<file path="config.mk">
export PLATFORM = sky130hd
export DESIGN_NAME = ps2_host_tx
export DESIGN_NICKNAME = d
export VERILOG_FILES = /design/src/rtl/ps2_host_tx.sv
export SDC_FILE = /design/constraint.sdc
export NUM_CORES = 1
export LEC_CHECK = 0
export CORE_ASPECT_RATIO = 1.5
export CORE_MARGIN = 2
export CORE_UTILIZATION = 30
export DETAILED_ROUTE_END_ITERATION = 12
export GPL_TIMING_DRIVEN = 0
export PLACE_DENSITY_LB_ADDON = 0.25
export SLEW_MARGIN = 5
export SYNTH_ARGS = -nofsm -noshare
export SYNTH_HDL_FRONTEND = slang
export SYNTH_SLANG_ARGS = --single-unit
</file>
<file path="constraint.sdc">
create_clock -name clk -period 4 [get_ports clk]
set_clock_uncertainty 0.1 [all_clocks]
set_input_delay 0.6 -clock clk [delete_from_list [all_inputs] [get_ports clk]]
set_output_delay 0.6 -clock clk [all_outputs]
set_load 0.02 [all_outputs]
</file>
<file path="src/rtl/ps2_host_tx.sv">
// PS/2 host-to-device transmitter: inhibits the bus, sends start, 8 data bits, odd parity and
// stop on device-generated clock edges, then checks the device acknowledge.
module ps2_host_tx #(
    parameter int unsigned INHIBIT_CYCLES = 5000,
    parameter int unsigned TIMEOUT_CYCLES = 1000000
) (
    input  logic       clk,
    input  logic       reset_n,
    input  logic [7:0] cmd_data,
    input  logic       cmd_valid,
    output logic       cmd_ready,
    input  logic       ps2_clk_in,
    input  logic       ps2_data_in,
    output logic       ps2_clk_oe,
    output logic       ps2_data_oe,
    output logic       busy,
    output logic       done,
    output logic       error
);

    localparam int unsigned InhW = (INHIBIT_CYCLES > 1) ? $clog2(INHIBIT_CYCLES) : 1;
    localparam int unsigned ToW  = $clog2(TIMEOUT_CYCLES + 1);

    typedef enum logic [2:0] {
        StIdle,
        StInhibit,
        StStart,
        StShift,
        StStop,
        StAck,
        StWaitIdle
    } state_e;

    state_e            state_q, state_d;
    logic [InhW-1:0]   inh_cnt_q, inh_cnt_d;
    logic [ToW-1:0]    to_cnt_q, to_cnt_d;
    logic [3:0]        bit_cnt_q, bit_cnt_d;
    logic [8:0]        frame_q, frame_d;
    logic              ack_bit_q, ack_bit_d;
    logic              ack_ok_q, ack_ok_d;
    logic              clk_oe_q, clk_oe_d;
    logic              data_oe_q, data_oe_d;
    logic              ready_q, ready_d;
    logic              done_q, done_d;
    logic              error_q, error_d;
    logic              clk_meta_q, clk_sync_q, clk_prev_q;
    logic              data_meta_q, data_sync_q;
    logic              fall;
    logic              timed;
    logic              to_hit;

    assign fall   = clk_prev_q & ~clk_sync_q;
    assign timed  = (state_q != StIdle) && (state_q != StInhibit);
    assign to_hit = (to_cnt_q >= ToW'(TIMEOUT_CYCLES - 1));

    always_comb begin
        state_d   = state_q;
        inh_cnt_d = inh_cnt_q;
        to_cnt_d  = to_cnt_q;
        bit_cnt_d = bit_cnt_q;
        frame_d   = frame_q;
        ack_bit_d = ack_bit_q;
        ack_ok_d  = ack_ok_q;
        clk_oe_d  = clk_oe_q;
        data_oe_d = data_oe_q;
        done_d    = 1'b0;
        error_d   = 1'b0;

        if (timed && (to_cnt_q != ToW'(TIMEOUT_CYCLES))) begin
            to_cnt_d = to_cnt_q + 1'b1;
        end

        unique case (state_q)
            StIdle: begin
                if (cmd_valid && ready_q) begin
                    frame_d   = {~^cmd_data, cmd_data};
                    inh_cnt_d = '0;
                    clk_oe_d  = 1'b1;
                    data_oe_d = (INHIBIT_CYCLES <= 1);
                    state_d   = StInhibit;
                end
            end
            StInhibit: begin
                inh_cnt_d = inh_cnt_q + 1'b1;
                if (inh_cnt_q == InhW'(INHIBIT_CYCLES - 1)) begin
                    clk_oe_d  = 1'b0;
                    data_oe_d = 1'b1;
                    to_cnt_d  = '0;
                    state_d   = StStart;
                end else if (inh_cnt_q == InhW'(INHIBIT_CYCLES - 2)) begin
                    // Data is pulled low only in the last inhibit cycle.
                    data_oe_d = 1'b1;
                end
            end
            StStart: begin
                if (fall) begin
                    data_oe_d = ~frame_q[0];
                    bit_cnt_d = 4'd1;
                    state_d   = StShift;
                end
            end
            StShift: begin
                if (fall) begin
                    if (bit_cnt_q == 4'd9) begin
                        data_oe_d = 1'b0;
                        state_d   = StStop;
                    end else begin
                        data_oe_d = ~frame_q[bit_cnt_q];
                        bit_cnt_d = bit_cnt_q + 1'b1;
                    end
                end
            end
            StStop: begin
                if (fall) begin
                    ack_bit_d = data_sync_q;
                    state_d   = StAck;
                end
            end
            StAck: begin
                ack_ok_d = ~ack_bit_q;
                state_d  = StWaitIdle;
            end
            StWaitIdle: begin
                if (clk_sync_q && data_sync_q) begin
                    done_d  = ack_ok_q;
                    error_d = ~ack_ok_q;
                    state_d = StIdle;
                end
            end
            default: state_d = StIdle;
        endcase

        // Timeout overrides any other outcome so done and error never coincide.
        if (timed && to_hit) begin
            clk_oe_d  = 1'b0;
            data_oe_d = 1'b0;
            done_d    = 1'b0;
            error_d   = 1'b1;
            state_d   = StIdle;
        end

        ready_d = (state_d == StIdle);
    end

    always_ff @(posedge clk or negedge reset_n) begin
        if (!reset_n) begin
            state_q     <= StIdle;
            inh_cnt_q   <= '0;
            to_cnt_q    <= '0;
            bit_cnt_q   <= '0;
            frame_q     <= '0;
            ack_bit_q   <= 1'b1;
            ack_ok_q    <= 1'b0;
            clk_oe_q    <= 1'b0;
            data_oe_q   <= 1'b0;
            ready_q     <= 1'b0;
            done_q      <= 1'b0;
            error_q     <= 1'b0;
            clk_meta_q  <= 1'b1;
            clk_sync_q  <= 1'b1;
            clk_prev_q  <= 1'b1;
            data_meta_q <= 1'b1;
            data_sync_q <= 1'b1;
        end else begin
            state_q     <= state_d;
            inh_cnt_q   <= inh_cnt_d;
            to_cnt_q    <= to_cnt_d;
            bit_cnt_q   <= bit_cnt_d;
            frame_q     <= frame_d;
            ack_bit_q   <= ack_bit_d;
            ack_ok_q    <= ack_ok_d;
            clk_oe_q    <= clk_oe_d;
            data_oe_q   <= data_oe_d;
            ready_q     <= ready_d;
            done_q      <= done_d;
            error_q     <= error_d;
            clk_meta_q  <= ps2_clk_in;
            clk_sync_q  <= clk_meta_q;
            clk_prev_q  <= clk_sync_q;
            data_meta_q <= ps2_data_in;
            data_sync_q <= data_meta_q;
        end
    end

    assign cmd_ready   = ready_q;
    assign busy        = (state_q != StIdle);
    assign ps2_clk_oe  = clk_oe_q;
    assign ps2_data_oe = data_oe_q;
    assign done        = done_q;
    assign error       = error_q;

endmodule

</file>
==> results of run 1 <==
-- area by class of cell --
class | count | area, µm²
Timing Repair Buffer | 18 | 177.7
Multi-Input combinational cell | 243 | 1513
Sequential cell | 61 | 1534
Fill cell | 1039 | 6391
Tap cell | 117 | 146.4
Clock buffer | 12 | 246.5
Clock inverter | 4 | 47.55
Buffer | 10 | 41.29
Inverter | 10 | 37.54
-- Yosys cell counts (all sizes together), types with 4 or more instances --
library cell,instances,share of area (%)
a21oi,10,1.6
and3,7,1.4
clkbuf,7,0.84
dfrtp,55,44
dfstp,6,5.0
ha,6,2.4
inv,10,1.2
mux2i,5,1.6
nand2,49,5.9
nand3,20,3.2
nand4,6,1.2
nor2,31,3.8
nor3,7,1.1
nor3b,5,1.2
nor4,4,1.3
o211ai,4,0.96
o21ai,20,3.6
o31ai,5,1.2
or3,4,0.84
xnor2,15,4.2
xor2,7,2.0
-- power by group --
group          internal [mW]  switching [mW]  leakage, nW
logic                  0.164           0.192        0.672
clock network          0.497           0.271        0.143
registers              0.739           0.105        0.793
-- sequential cells by signal, indices dropped and copies added (netlist names) --
register	flops
data_meta_q	1
bit_cnt_q	4
ps2_data_oe	1
data_sync_q	1
clk_sync_q	1
to_cnt_q	20
cmd_ready	1
frame_q	9
clk_meta_q	1
done	1
ack_ok_q	1
inh_cnt_q	13
ack_bit_q	1
state_q	3
error	1
clk_prev_q	1
ps2_clk_oe	1
-- worst min path at each step --
stage	endpoint	slack [ns]	cells past startpoint
after floorplan	ack_ok_q	0.20	0
after global placement	data_sync_q	0.25	0
after detailed placement	clk_sync_q	0.25	0
after CTS	clk_sync_q	0.25	0
after global routing	clk_sync_q	0.26	0
final	to_cnt_q[11]	0.25	1
-- per-stage QoR --
stage	hold slack, ns	utilization (%)
3_3_place_gp	0.2457	34.06
5_1_grt	0.2563	36.94
2_1_floorplan	0.2044	-
6_report	0.2473	36.94
3_5_place_dp	0.2475	34.04
4_1_cts	0.2546	36.94
-- cells by family after synthesis --
family / synth area share (%)
DFF: 49.08
muxes: 3.763
and+or+nand+nor: 24.54
AOI/OAI and AO/OA: 11.53
buffers and inverters: 2.522
xor gates and xnor gates: 6.165
adders and majority gates: 2.402
-- worst reg2reg max path: stages (launching register included) --
cell and delay, ns:
dfrtp_1 0.31, buf_2 0.20, nor3b_1 0.55, nand2_1 0.20, nor2_1 0.63, nor2_1 0.12
-- routing by layer --
| layer | vias up | track usage (%) |
|---|---|---|
| li1 | 1203 | - |
| met1 | 1170 | 15.02 |
| met2 | 38 | 23.48 |
| met3 | 10 | 2.866 |
| met4 | 0 | 7.330 |
| met5 | - | 0 |
==> metrics.md, run 1 <==
| Metric | Value |
|---|---|
| Boundary Pins | `19` |
| Mapped Cells | `324` |
| Core area | `10,130 µm²` |
| Setup slack, reg-to-reg | `1.75 ns` |
| Fmax | `404.4 MHz` |
| Number of CTS-inserted buffers | `9` |
| Placed Area | `3450 µm²` |
| WL per Instance | `14.43 µm` |
| Peak supply drop | `0.2164 mV` |
| CP Cell Sequence | `buf_2 > or3_1 > clkdlybuf4s50_1` |
| Crit path DAT | `1.77 ns` |
| CTS tree | `yes` |
| Initial antenna violation count | `0` |
| WP buf/inv | `2` |
| Met3 wire len | `221 µm` |
| Die area | `11,270 µm²` |
| Largest net degree at the start of global routing | `62` |
| Synthesized area | `3125 µm²` |
| Final nets | `372` |
| Max Buffers Root-to-Sink | `2` |
| Mapped Nets | `343` |
| Antenna Nets Post-Route | `0` |
| Routed vias | `2,421` |
| Final Max Tran Viols | `0` |
| Setup TNS | `0 ns` |
| Path depth of the worst reg2reg path | `5` |
| Kind of critical path | `flop to output port` |
| Routed WL | `6855 µm` |
| Post-route clock period utilization | `61.82%` |
| Final instance area | `3744 µm²` |
| Clk sink count | `61` |
| Post-route setup slack | `1.527 ns` |
| Slew at the pin closest to its max-slew limit | `0.9517 ns` |
| Commonest non-fill, non-tap cell in the layout | `dfrtp_1` |
| Post-CTS sizing | `0` |
| FF-to-FF End | `to_cnt_q[14]` |
| Root buffer cell | `clkbuf_16` |
| Pwr dens | `525.4 nW/µm²` |
| FF+latch count, synth | `61` |
| Via density | `5.097` |
| Ant diodes | `0` |
| Cell Count, Final, Fillers Out | `475` |
| Row count | `45` |
| RSZ-0062 raised after global routing | `false` |
| Ys Warns | `0` |
| Worst Setup SP | `state_q[0]` |
| Setup Buffers After CTS | `0` |
| Top Layer Used | `met4` |
| Layout cell share with drive strength beyond 1 | `10.89%` |
| Die width | `87.34 µm` |
| Initial core utilization | `30.84%` |
| Outcome | `finished clean` |
| Vias in the first global route | `2,461` |
| Worst-path clk slew | `0.06 ns` |
| Type of origin of the critical path | `flop` |
| Skew-Pair Late Insertion Delay | `0.34 ns` |
| GR Overflow Total | `0` |
| H-tree depth | `3` |
| Placed insts | `459` |
| Yosys cell types | `53` |
| Req. time, crit path | `3.30 ns` |
| Crit path to | `busy` |
| Synth Flop Type | `dfrtp_1` |
| Total Routing Usage GR | `13.46%` |
| Max incr delay on CP | `0.57 ns` |
| CP delay by family, top | `buffers and inverters` |
| Die H | `129.0 µm` |
| Max transition margin | `36.42%` |
| Endpoints failing setup | `0` |
| Register area share after synthesis | `49.08%` |
| Pleak | `1.607 nW` |
| Slowest-stage cell, CP | `clkdlybuf4s50_1` |
| Residual DRC count | `0` |
| Hold buffer count at CTS | `0` |
| Avg Inst Size Synth | `9.647 µm²` |
| Hold crit path type | `input pin to async pin` |
| Area growth syn-to-layout | `19.78%` |
| First-pass GRT wire length | `11,650 µm` |
| Maxcap violations | `0` |
| Final Wtd Congestion | `0.7608` |
| Post-detail-place hpwl | `4782 µm` |
| Port bufs | `18` |
| Critical Path End Type | `output port` |
| Metal-1 WL | `3016 µm` |
| Overall Power | `1.967 mW` |
| Post-synth EDFFs | `0` |
| Worst R2R Start | `state_q[0]` |
| Hold Vio Cnt, Final | `0` |
| DRT iter0 DRCs | `122` |
| Most frequent cells in the layout | `55 x dfrtp_1, 49 x nand2_1, 30 x nor2_1` |
| Post-route minimum period | `2.473 ns` |
| Stages on worst setup path | `3` |
| DR WL met2 | `3457 µm` |
| DP Worst Slack | `1.509 ns` |
| DRT Pass-1 Iters | `4` |
| Crit-path max FO | `10` |
| Async SR Flop Fraction | `100.0%` |
Power figures use the tool's default switching activity.
==> inputs of run 2 (changes only) <==
- clock period: 4 -> 2.1 ns (I/O delays scaled with it)
==> run 2 against run 1 <==
Net effect:
- the flow now finishes with violations (hold timing)
- non-clock buffer count rose by 4
- clock power rose by 90%
- global-route usage up 0.11 points
- cell count increased by 0.84%
- combinational power rose by 100%
- first-iteration DRC count grew 12%
- largest cell class is now multi-input gates
==> metrics.md, run 2 (synthesis gave the netlist of run 1 again) <==
| Metric | Value |
|---|---|
| CTS tree | `yes` |
| Setup slack, reg-to-reg | `0.04 ns` |
| First-pass GRT wire length | `11,720 µm` |
| Core area | `10,130 µm²` |
| Max FFs per register | `20` |
| Largest reg by FF count | `to_cnt_q` |
| Peak supply drop | `0.4253 mV` |
| Post-detail-place hpwl | `4782 µm` |
| Initial core utilization | `30.84%` |
| DRT iter0 DRCs | `137` |
| Internal power | `2.696 mW` |
| Routed vias | `2,425` |
| Residual DRC count | `0` |
| Worst R2R Start | `to_cnt_q[10]` |
| Antenna Nets Post-Route | `0` |
| Pleak | `1.642 nW` |
| Root buffer cell | `clkbuf_16` |
| Post-route clock period utilization | `97.98%` |
| FF/Latch Area | `1534 µm²` |
| RSZ-0062 raised after global routing | `true` |
| Hold crit path type | `input pin to async pin` |
| Hold buffer count at CTS | `0` |
| Boundary Pins | `19` |
| DRT Pass-1 Iters | `4` |
| Clk sink count | `61` |
| Most frequent cells in the layout | `55 x dfrtp_1, 49 x nand2_1, 28 x nor2_1` |
| Slew at the pin closest to its max-slew limit | `0.7744 ns` |
| Hold Vio Cnt, Final | `55` |
| Commonest non-fill, non-tap cell in the layout | `dfrtp_1` |
| Routed WL | `6964 µm` |
| WL per Instance | `14.54 µm` |
| Post-route minimum period | `2.058 ns` |
| Req. time, crit path | `2.21 ns` |
| Setup TNS | `0 ns` |
| Layout cell share with drive strength beyond 1 | `15.19%` |
| Combinational Power Share | `18.7%` |
| Crit-path max FO | `6` |
| Biggest regs | `to_cnt_q: 20 flops, inh_cnt_q: 13 flops, frame_q: 9 flops` |
| Kind of critical path | `flop to flop` |
| Die width | `87.34 µm` |
| Failing checks | `hold timing` |
| Row count | `45` |
| Placed Area | `3450 µm²` |
| Worst-path clk slew | `0.06 ns` |
| Crit path DAT | `2.17 ns` |
| Area growth syn-to-layout | `23.06%` |
| Sw Ratio | `29.21%` |
| Maxcap violations | `0` |
| Initial antenna violation count | `0` |
| Skew-Pair Late Insertion Delay | `0.33 ns` |
| H-tree depth | `3` |
| FF-to-FF End | `to_cnt_q[1]` |
| Total Routing Usage GR | `13.57%` |
| Fmax | `486.0 MHz` |
| Post-route setup slack | `0.04238 ns` |
| Final Max Tran Viols | `0` |
| Largest net degree at the start of global routing | `62` |
| Max transition margin | `48.37%` |
| Via density | `5.063` |
| Final nets | `376` |
| Port bufs | `18` |
| DP Worst Slack | `-0.1614 ns` |
| GR Overflow Total | `0` |
| Fillers | `1,032` |
| Ant diodes | `0` |
| Clk pwr share | `38.4%` |
| Final instance area | `3846 µm²` |
| Die area | `11,270 µm²` |
| Type of origin of the critical path | `flop` |
| Max Buffers Root-to-Sink | `2` |
| Final Util | `37.95%` |
| Path depth of the worst reg2reg path | `5` |
| Number of CTS-inserted buffers | `9` |
| Outcome | `finished with violations` |
| Flop pwr share | `42.9%` |
| Pwr dens | `990.0 nW/µm²` |
| Multi-input logic area | `1573 µm²` |
| Vias in the first global route | `2,468` |
| Die H | `129.0 µm` |
| Critical Path End Type | `flop` |
| Endpoints failing setup | `0` |
| Psw | `1.112 mW` |
| Hold WS | `-0.04137 ns` |
| Final Wtd Congestion | `0.7608` |
run 2: layout make-up:
type                       count  area share [%]
sequential                    61           39.88
buffer                         8           1.041
inverter                      10          0.9759
multi-input combinational    243           40.89
timing repair buffer          24           5.758
clock inverter                 4           1.236
tap                          117           3.806
clock buffer                  12           6.409
run 2: worst max-delay path by stage:
stage / start / end / cells past startpoint
after CTS: state_q[2] / to_cnt_q[18] / 6
after global placement: reset_n / frame_q[7] / 1
after floorplan: state_q[0] / inh_cnt_q[11] / 7
after global routing: to_cnt_q[10] / to_cnt_q[1] / 5
after detailed placement: state_q[0] / to_cnt_q[14] / 5
final: to_cnt_q[10] / to_cnt_q[1] / 5
run 2: power groups by stage:
stage / combinational, mW / sequential (mW) / clock, mW
CTS: 0.707 / 1.62 / 1.49
finish: 0.713 / 1.63 / 1.46
detailed placement: 0.689 / 1.63 / 0
global route: 0.818 / 1.67 / 1.55
floorplan: 0.457 / 1.58 / 0
global placement: 0.675 / 1.62 / 0
run 2: through the flow:
stage          power [mW]  instances
2_1_floorplan       2.038        324
4_1_cts             3.820        478
3_5_place_dp        2.315        459
5_1_grt             4.047        479
6_report            3.808        479
3_3_place_gp        2.293        459
run 2: critical path: stages, from the launching register on:
cell	delay, ns
dfrtp_1	0.38
or4_4	0.54
or4_4	0.44
o21ai_4	0.22
mux2i_1	0.21
nor2_1	0.05
run 2: metal layers:
| metal | vias to the layer above | GRT usage [%] | part of all wire [%] | wire length, µm |
|---|---|---|---|---|
| li1 | 1215 | - | - | - |
| met1 | 1179 | 15.15 | 44 | 3072 |
| met2 | 24 | 23.71 | 51 | 3576 |
| met3 | 7 | 2.866 | 2.6 | 179 |
| met4 | 0 | 7.330 | 2.0 | 136 |
| met5 | - | 0 | 0 | 0 |
run 2: what timing repair did:
action	CTS	global route
resized for setup	9	6
pin swaps	2	2
buffers inserted	3	3
endpoints found under the setup margin	22	24
==> edit, RTL diff (settings of run 1) <==
Encoding of `state_e`: now one-hot (7 bits for 7 states).
--- a/src/rtl/ps2_host_tx.sv
+++ b/src/rtl/ps2_host_tx.sv
@@ -22,12 +22,12 @@
     localparam int unsigned ToW  = $clog2(TIMEOUT_CYCLES + 1);
 
-    typedef enum logic [2:0] {
-        StIdle,
-        StInhibit,
-        StStart,
-        StShift,
-        StStop,
-        StAck,
-        StWaitIdle
+    typedef enum logic [6:0] {
+        StIdle     = 7'b0000001,
+        StInhibit  = 7'b0000010,
+        StStart    = 7'b0000100,
+        StShift    = 7'b0001000,
+        StStop     = 7'b0010000,
+        StAck      = 7'b0100000,
+        StWaitIdle = 7'b1000000
     } state_e;
 
Check against the original RTL: no difference found for any inputs over 10 cycles, from zero or initial values and one cycle with reset_n low; not proved beyond that.
==> edit against run 1 <==
  * Die area rose by 11%
  * Wire length grew 13%
  * Count of clock-buffer cells in the layout up 2
  * Cell area is 11% higher
  * Sequential cell count rose by 4
  * Area after synthesis rose by 12%
  * Total power is 19% higher
  * Critical path type unchanged
  * Setup slack got worse by 0.40 ns
  * Non-clock buffer count is 2 higher
==> edit: results (changes against run 1) <==
Outcome
The flow ran to the end, and the final reports show no timing, DRC or antenna violations.

Synth
The number of distinct library cells after synthesis came to 60 (+13%). The proportion of synthesized chip area in sequential cells is 0.468 (-0.0232). The post-synthesis net count is 365 (+6.4%). By count the netlist is led by dfrtp_1, nor2_1, nand2_1. Sorting the synthesized cells by area gives the leading types as dfrtp_1, dfstp_2, o21ai_0. The number of warning messages in the yosys log is 0 (unchanged). The number of cells produced by synthesis is 346 (+6.8%).

Critical path
The data arrival at the endpoint of the critical path is 2.18 ns (+0.41 ns). The delay of the slowest cell on the worst path is 0.55 ns (-0.02 ns). The maximum net fanout on the critical path was 8 (-2).

Detailed routing
The starting DRC count in detailed routing is 112 (-8.2%). The average detailed-routed wire length per instance is 14.6 um (+0.91%). The vias after detailed routing was 2721 (+12%).

Global route
The largest net degree at the start of global routing is 66 (+6.5%). The number of global-route vias before repair was 2793 (+13%). The remaining global-route overflow came to 0 (unchanged). The first-pass GRT wire length was 13400 um (+15%). The total global routing track utilization came to 0.135 (+0.000909).

Worst hold path
The type of the most critical hold path is flop to flop.

Placed design
The detailed placer's ending HPWL is 5450 um (+14%). The cell count after placement was 514 (+12%). The pre-CTS worst setup slack was 1.45 ns (-0.0568 ns).

The placed standard-cell area is 3860 sq um (+12%). The final estimated routing congestion in global placement is 0.809 (+6.4%).

Cells and area
The most frequent standard cell in the layout excluding fill and tap cells is dfrtp_1. The area of combinational cells with multiple inputs is 1750 sq um (+16%). The non-filler instance count after layout is 530 (+12%). The ratio of cells with drive above 1 in the final layout is 0.132 (+0.0226).

The largest registers in the layout are to_cnt_q (20), inh_cnt_q (13), frame_q (9). The number of fill cells in the layout was 1172 (+13%). The final net count is 394 (+5.9%).

Power and ir drop
The switching share of power came to 0.332 (+0.0435). The leakage power figure is 1.67 nW (+3.6%). The peak supply drop is 332 uV (+53%).

STA
The fmax is 0.348 GHz (-14%). The relative max-transition margin is 0.446 (+0.0816).

Clocking
The total of cells resized after clock tree synthesis is 0 (unchanged). The H-tree depth reported by CTS is 3 (unchanged). CTS placed an instance of clkbuf_16 at the clock tree root.
edit: cell count changes after synthesis, moves of 4 or more:
cell,delta
nand2_1,-24
mux2_2,+8
and4_1,+5
mux2i_1,+5
nand3_1,-5
o211ai_1,+5
o21ai_0,+5
o31ai_1,+5
or3_1,+4
edit: layout make-up:
class,count,share of cell area
Sequential cell,65,0.393
Tap cell,150,0.0452
Buffer,12,0.0169
Timing Repair Buffer,18,0.0427
Clock buffer,14,0.0683
Multi-Input combinational cell,259,0.422
Clock inverter,2,0.00241
Inverter,10,0.00903
edit: worst register-to-register path: cells and delay by family (launching register included):
family                 cells  cell delay, ns
flip-flops                 1            0.37
AND/OR/NAND/NOR            3            1.10
AO/OA/AOI/OAI              2            0.69
buffers and inverters      1            0.14
edit: final timing paths:
path | start | depth (start not counted) | end
max | state_q[5]$_DFF_PN0_ | 5 | busy
min | data_meta_q$_DFF_PN1_ | 0 | data_sync_q$_DFF_PN1_
max reg2reg | state_q[5]$_DFF_PN0_ | 6 | cmd_ready$_DFF_PN0_
min reg2reg | data_meta_q$_DFF_PN1_ | 0 | data_sync_q$_DFF_PN1_
max in group asynchronous | reset_n | 1 | state_q[2]$_DFF_PN0_
min in group asynchronous | reset_n | 1 | ack_ok_q$_DFFE_PN0N_
edit: per-layer routing:
layer | vias up | GRT usage | routed length [um]
met3 | 12 | 0.0371 | 258
met4 | 0 | 0.0605 | 169
met1 | 1329 | 0.154 | 3340
li1 | 1340 | - | -
met5 | - | 0 | 0
met2 | 40 | 0.236 | 3950
edit: power by group through the flow:
stage	Sequential (W)	Clock, W	Combinational, W
floorplan	0.000884	0	0.000470
global placement	0.000892	0	0.000673
detailed placement	0.000897	0	0.000681
CTS	0.000888	0.000783	0.000683
global route	0.000906	0.000819	0.000761
finish	0.000888	0.000764	0.000679
edit: logic make-up (layout without fill, tap and decap cells):
group                    count (synthesis)  count (layout)  share of synthesized area
AO/OA/AOI/OAI                           76              76                      0.142
flip-flops                              65              65                      0.468
AND/OR/NAND/NOR                        139             139                      0.233
buffers and inverters                   22              56                     0.0308
XOR/XNOR                                18              18                     0.0451
multiplexers                            20              20                     0.0608
adder cells (fa/ha/maj)                  6               6                     0.0215
edit: metrics by stage:
stage	total power [W]	TNS (ns)	hold slack, ns
finish	0.00233	0	0.254
global placement	0.00156	-1.59	0.245
floorplan	0.00135	0	0.204
global route	0.00249	0	0.257
CTS	0.00235	0	0.254
detailed placement	0.00158	0	0.247
